<file path="config.mk">
export PLATFORM = sky130hd
export DESIGN_NAME = mem_wb_commit
export DESIGN_NICKNAME = d
export VERILOG_FILES = /design/src/rtl/mem_wb_commit_pkg.sv /design/src/rtl/mem_wb_commit_hilo_flags_reg.sv /design/src/rtl/mem_wb_commit.sv
export SDC_FILE = /design/constraint.sdc
export NUM_CORES = 1
export LEC_CHECK = 0
export CORE_MARGIN = 2
export CORE_UTILIZATION = 48
export CTS_CLUSTER_SIZE = 30
export DETAILED_ROUTE_END_ITERATION = 7
export PLACE_DENSITY_LB_ADDON = 0.08
export SYNTH_ARGS = -nofsm -noshare
export SYNTH_HDL_FRONTEND = slang
export SYNTH_SLANG_ARGS = --single-unit
</file>
<file path="constraint.sdc">
create_clock -name clk -period 2.2 [get_ports clk]
set_input_delay 0.44 -clock clk [delete_from_list [all_inputs] [get_ports clk]]
set_output_delay 0.44 -clock clk [all_outputs]
set_load 0.1 [all_outputs]
</file>
<file path="src/rtl/mem_wb_commit_pkg.sv">
// Shared pipeline definitions for the MEM->WB boundary: bus widths,
// enable/stall encodings and the write-back entry layout.
package mem_wb_commit_pkg;

  localparam int RegBus     = 32;
  localparam int RegAddrBus = 5;

  localparam logic                  RstEnable    = 1'b1;
  localparam logic [RegBus-1:0]     ZeroWord     = 32'h0000_0000;
  localparam logic [RegAddrBus-1:0] NOPRegAddr   = 5'b00000;
  localparam logic                  WriteEnable  = 1'b1;
  localparam logic                  WriteDisable = 1'b0;
  localparam logic                  Stop         = 1'b1;
  localparam logic                  NoStop       = 1'b0;

  localparam int StallMemBit = 4;
  localparam int StallWbBit  = 5;

  typedef struct packed {
    logic                  valid;
    logic [RegAddrBus-1:0] wd;
    logic                  wreg;
    logic [RegBus-1:0]     wdata;
    logic [RegBus-1:0]     hi;
    logic [RegBus-1:0]     lo;
    logic                  whilo;
    logic [RegBus-1:0]     flags;
  } wb_entry_t;

  // A reset entry and a bubble are the same all-zero, invalid entry.
  localparam wb_entry_t EmptyEntry = '{
    valid: 1'b0,
    wd:    NOPRegAddr,
    wreg:  WriteDisable,
    wdata: ZeroWord,
    hi:    ZeroWord,
    lo:    ZeroWord,
    whilo: WriteDisable,
    flags: ZeroWord
  };

endpackage

</file>
<file path="src/rtl/mem_wb_commit_hilo_flags_reg.sv">
// Architected HI/LO/FLAGS registers, written only on a commit strobe
// with separate enables for the HI/LO pair and for FLAGS.
module hilo_flags_reg
  import mem_wb_commit_pkg::*;
(
  input  logic              clk,
  input  logic              rst,
  input  logic              commit_i,
  input  logic              hiloEn_i,
  input  logic              flagsEn_i,
  input  logic [RegBus-1:0] hi_i,
  input  logic [RegBus-1:0] lo_i,
  input  logic [RegBus-1:0] flags_i,
  output logic [RegBus-1:0] hi_o,
  output logic [RegBus-1:0] lo_o,
  output logic [RegBus-1:0] flags_o
);

  logic [RegBus-1:0] hi_q, lo_q, flags_q;

  always_ff @(posedge clk) begin
    if (rst == RstEnable) begin
      hi_q    <= ZeroWord;
      lo_q    <= ZeroWord;
      flags_q <= ZeroWord;
    end else if (commit_i) begin
      if (hiloEn_i == WriteEnable) begin
        hi_q <= hi_i;
        lo_q <= lo_i;
      end
      if (flagsEn_i == WriteEnable) begin
        flags_q <= flags_i;
      end
    end
  end

  assign hi_o    = hi_q;
  assign lo_o    = lo_q;
  assign flags_o = flags_q;

endmodule

</file>
<file path="src/rtl/mem_wb_commit.sv">
// MEM->WB boundary register plus architected HI/LO/FLAGS commit.
// Optional feature macro: RETIRE_CNT_EN adds the retire_cnt port and counter.
module mem_wb_commit
  import mem_wb_commit_pkg::*;
(
  input  logic                  clk,
  input  logic                  rst,
  input  logic [5:0]            stall,
  input  logic                  flush,
  input  logic [RegAddrBus-1:0] mem_wd,
  input  logic                  mem_wreg,
  input  logic [RegBus-1:0]     mem_wdata,
  input  logic [RegBus-1:0]     mem_hi,
  input  logic [RegBus-1:0]     mem_lo,
  input  logic                  mem_whilo,
  input  logic [RegBus-1:0]     mem_flags,
  output logic [RegAddrBus-1:0] wb_wd,
  output logic                  wb_wreg,
  output logic [RegBus-1:0]     wb_wdata,
  output logic [RegBus-1:0]     wb_hi,
  output logic [RegBus-1:0]     wb_lo,
  output logic                  wb_whilo,
  output logic [RegBus-1:0]     hi_o,
  output logic [RegBus-1:0]     lo_o,
  output logic [RegBus-1:0]     flags_o
`ifdef RETIRE_CNT_EN
  ,
  output logic [RegBus-1:0]     retire_cnt
`endif
);

  wb_entry_t entry_q, entry_d;
  logic      commit;
  logic      memStalled, wbStalled;
  logic      unusedStallBits;

  assign memStalled      = (stall[StallMemBit] == Stop);
  assign wbStalled       = (stall[StallWbBit] == Stop);
  assign unusedStallBits = ^stall[3:0];

  // The entry leaving WB commits on the edge that replaces it, even if flushed.
  assign commit = entry_q.valid && !wbStalled;

  always_comb begin
    entry_d = entry_q;
    if (flush) begin
      entry_d = EmptyEntry;
    end else if (memStalled && !wbStalled) begin
      entry_d = EmptyEntry;
    end else if (!memStalled) begin
      entry_d.valid = 1'b1;
      entry_d.wd    = mem_wd;
      entry_d.wreg  = mem_wreg;
      entry_d.wdata = mem_wdata;
      entry_d.hi    = mem_hi;
      entry_d.lo    = mem_lo;
      entry_d.whilo = mem_whilo;
      entry_d.flags = mem_flags;
    end
  end

  always_ff @(posedge clk) begin
    if (rst == RstEnable) begin
      entry_q <= EmptyEntry;
    end else begin
      entry_q <= entry_d;
    end
  end

  assign wb_wd    = entry_q.wd;
  assign wb_wreg  = entry_q.wreg;
  assign wb_wdata = entry_q.wdata;
  assign wb_hi    = entry_q.hi;
  assign wb_lo    = entry_q.lo;
  assign wb_whilo = entry_q.whilo;

  hilo_flags_reg u_hilo_flags_reg (
    .clk       (clk),
    .rst       (rst),
    .commit_i  (commit),
    .hiloEn_i  (entry_q.whilo),
    .flagsEn_i (WriteEnable),
    .hi_i      (entry_q.hi),
    .lo_i      (entry_q.lo),
    .flags_i   (entry_q.flags),
    .hi_o      (hi_o),
    .lo_o      (lo_o),
    .flags_o   (flags_o)
  );

`ifdef RETIRE_CNT_EN
  logic [RegBus-1:0] retireCnt_q;

  always_ff @(posedge clk) begin
    if (rst == RstEnable) begin
      retireCnt_q <= ZeroWord;
    end else if (commit) begin
      retireCnt_q <= retireCnt_q + 32'd1;
    end
  end

  assign retire_cnt = retireCnt_q;
`endif

endmodule

</file>
==> impl_metrics.yaml <==
timing:
  grt_setup_unrepaired: "false"
  finalSetupViolCount: 0
  hold_viol_final: 0
  drv_slew: 0
  tightest_slew_ps: 491.0
  period_share_pct: 75.99
  period_needed_ps: 1672
  skew_ps: 7.250
  max_slew_margin_pct: 67.27
  clock.fmax_mhz: 598.1
  finalSetupTns_ps: 0
power:
  leakagePower_nw: 4.696
  max-vdd-ir-drop_uv: 509.1
  powerDensity_nw_per_um2: 756.7
  power_mw: 9.413
layout:
  fin_nets: 1456
  synthToLayoutAreaGrowth_pct: 31.75
  drive_above_1_share_pct: 22.32
  antenna_cells: 0
  final_cells: 1591
detailed_routing:
  viasPerCell: 4.988
  routed_wl_mm: 25.42
  vias: 7936
  drtPass1Iterations: 4
  drtIter0Drc: 308
  drtAntennaViolNets: 0
  wl_per_cell_um: 15.98
  drc_errors: 0
clock_network:
  cts_tree: "built"
  clkTransAtPathRegs_ps: 60
  hold_buffers: 0
  clockBufferDepth: 3
  numCtsBuffers: 25
  cts_resized: 0
  cts_setup_buffers: 0
  cts_max_level: 1
  cts.sinks: 232
  root_buffer: "clkbuf_16"
  clock_latency_ps: 520
critical_path:
  rrSetupSlack_ps: 920
  cp-start-kind: "register"
  crit_start: "wb_lo[9]$_SDFFE_PP0N_"
  critical_path_class: "reg -> out"
  r2r_start: "entry_q[135]$_SDFFE_PP0N_"
  cp_slowest_cell: "dfxtp_1"
  cp_data_required_time_ps: 1760
  worstPathArrival_ps: 1230
  path_buf_inv: 1
  end_kind: "primary output"
  crit_fanout: 3
  critical-path-top-delay-family: "flip-flops"
  cp.depth: 1
  path_cells: "buf_4"
  crit_end: "wb_lo[9]"
  ff2ff_path_depth: 4
  slowest_delay_ps: 400
  rr_endpoint: "u_hilo_flags_reg.lo_o[9]$_SDFFE_PP0P_"
floorplan:
  die_width_um: 144.3
  ioPinCount: 343
  rows: 51
  die-area_um2: 20810
  die_y_um: 144.3
  core_area_um2: 19400
  initial_core_util_pct: 48.67
global_route:
  busiest_layer: "met2"
  met1_usage_pct: 27.87
  grtUsageMet2_pct: 38.90
  grt_pass1_vias: 7205
  grt_antenna_before_repair: 1
  met3_usage_pct: 7.020
  grtUsageTotal_pct: 22.99
  grt_overflow_total: 0
  grt_pass1_wl_mm: 38.33
  grt_max_degree: 97
placement:
  port_buffers: 338
  place_inst: 1550
  place_congestion: 0.7840
  hpwl_mm: 16.35
worst_hold_path:
  min_path_type: "in -> reg"
synth:
  ys_types: 15
  synth_area_um2: 9442
  yosysSeqAreaShare_pct: 49.19
  synthCells: 1125
  synth_warnings: 0
  synth-seq-cells: 232
  syn_avg_cell_area_um2: 8.392
  syn_nets: 1269
job:
  cap_violations: 0
status:
  status: "finished clean"
[per-stage QoR]
| step | utilization [%] | setup WS [ps] | hold slack, ps | cell area [um^2] |
|---|---|---|---|---|
| final | 64.13 | 528.1 | 302.1 | 12440 |
| after global routing | 64.13 | 496.7 | 311.2 | 12440 |
| after CTS | 64.13 | 508.8 | 286.8 | 12440 |
| after detailed placement | 60.21 | 516.8 | 443.8 | 11680 |
| after global placement | 60.21 | 537.5 | 438.7 | 11680 |
| after floorplan | - | 423.3 | 432.1 | 9442 |
[logic make-up (layout without fill, tap and decap cells)]
group / after synthesis / in the layout / synth area share [%]
buf+inv: 193 / 394 / 12.78
compound gates: 232 / 232 / 13.89
simple gates: 468 / 468 / 24.15
flops: 232 / 232 / 49.19
[placed cells by master, fill, tap and decap left out, drive strengths merged]
cell,n
buf,217
or2,1
clkdlybuf4s50,136
a21oi,232
nand3,135
inv,1
nand2b,136
dfxtp,232
clkinv,4
clkbuf,36
nor2b,1
nand3b,1
nand2,193
and3b,1
[layout make-up]
cell class	count	area, um^2
timing repair buffer	353	3107
tap	265	331.6
multi-input combinational	700	3597
clock inverter	5	32.53
fill	1789	6959
clock buffer	36	726.9
sequential	232	4644
[power by group]
| group | leakage (nW) | internal [mW] | switching, mW |
|---|---|---|---|
| clock | 0.378 | 2.28 | 1.64 |
| sequential | 1.88 | 4.28 | 0.0490 |
| combinational | 2.44 | 0.418 | 0.753 |
[flip-flops by register name (all words and copies together), names as in the netlist]
register and count:
wb_wdata 32, u_hilo_flags_reg.lo_o 32, entry_q 33, u_hilo_flags_reg.hi_o 32
wb_wreg 1, wb_whilo 1, wb_hi 32, u_hilo_flags_reg.flags_o 32
wb_wd 5, wb_lo 32
[metal layers]
layer | vias up | wire (um)
met5 | - | 16
met4 | 2 | 755
met3 | 52 | 2218
met2 | 270 | 12160
met1 | 3654 | 10270
li1 | 3958 | -
[worst min path at each step]
stage	startpoint	end	cells past startpoint
final	stall[4]	entry_q[28]$_SDFFE_PP0N_	3
after global routing	stall[4]	entry_q[28]$_SDFFE_PP0N_	3
after CTS	stall[4]	entry_q[6]$_SDFFE_PP0N_	3
after detailed placement	entry_q[18]$_SDFFE_PP0N_	u_hilo_flags_reg.flags_o[18]$_SDFFE_PP0P_	2
after global placement	entry_q[26]$_SDFFE_PP0N_	u_hilo_flags_reg.flags_o[26]$_SDFFE_PP0P_	2
after floorplan	entry_q[25]$_SDFFE_PP0N_	u_hilo_flags_reg.flags_o[25]$_SDFFE_PP0P_	2
[cells in the mapped netlist (all sizes together)]
| library cell | number | share of area [%] |
|---|---|---|
| or2 | 1 | 0.066 |
| nor2b | 1 | 0.066 |
| nand2 | 193 | 7.7 |
| buf | 152 | 11 |
| nand3b | 1 | 0.080 |
| clkbuf | 41 | 1.6 |
| nand3 | 135 | 7.2 |
| a21oi | 232 | 14 |
| nand2b | 136 | 9.0 |
| and3b | 1 | 0.093 |
| dfxtp | 232 | 49 |
No activity file was read; power rests on OpenSTA's default activity.
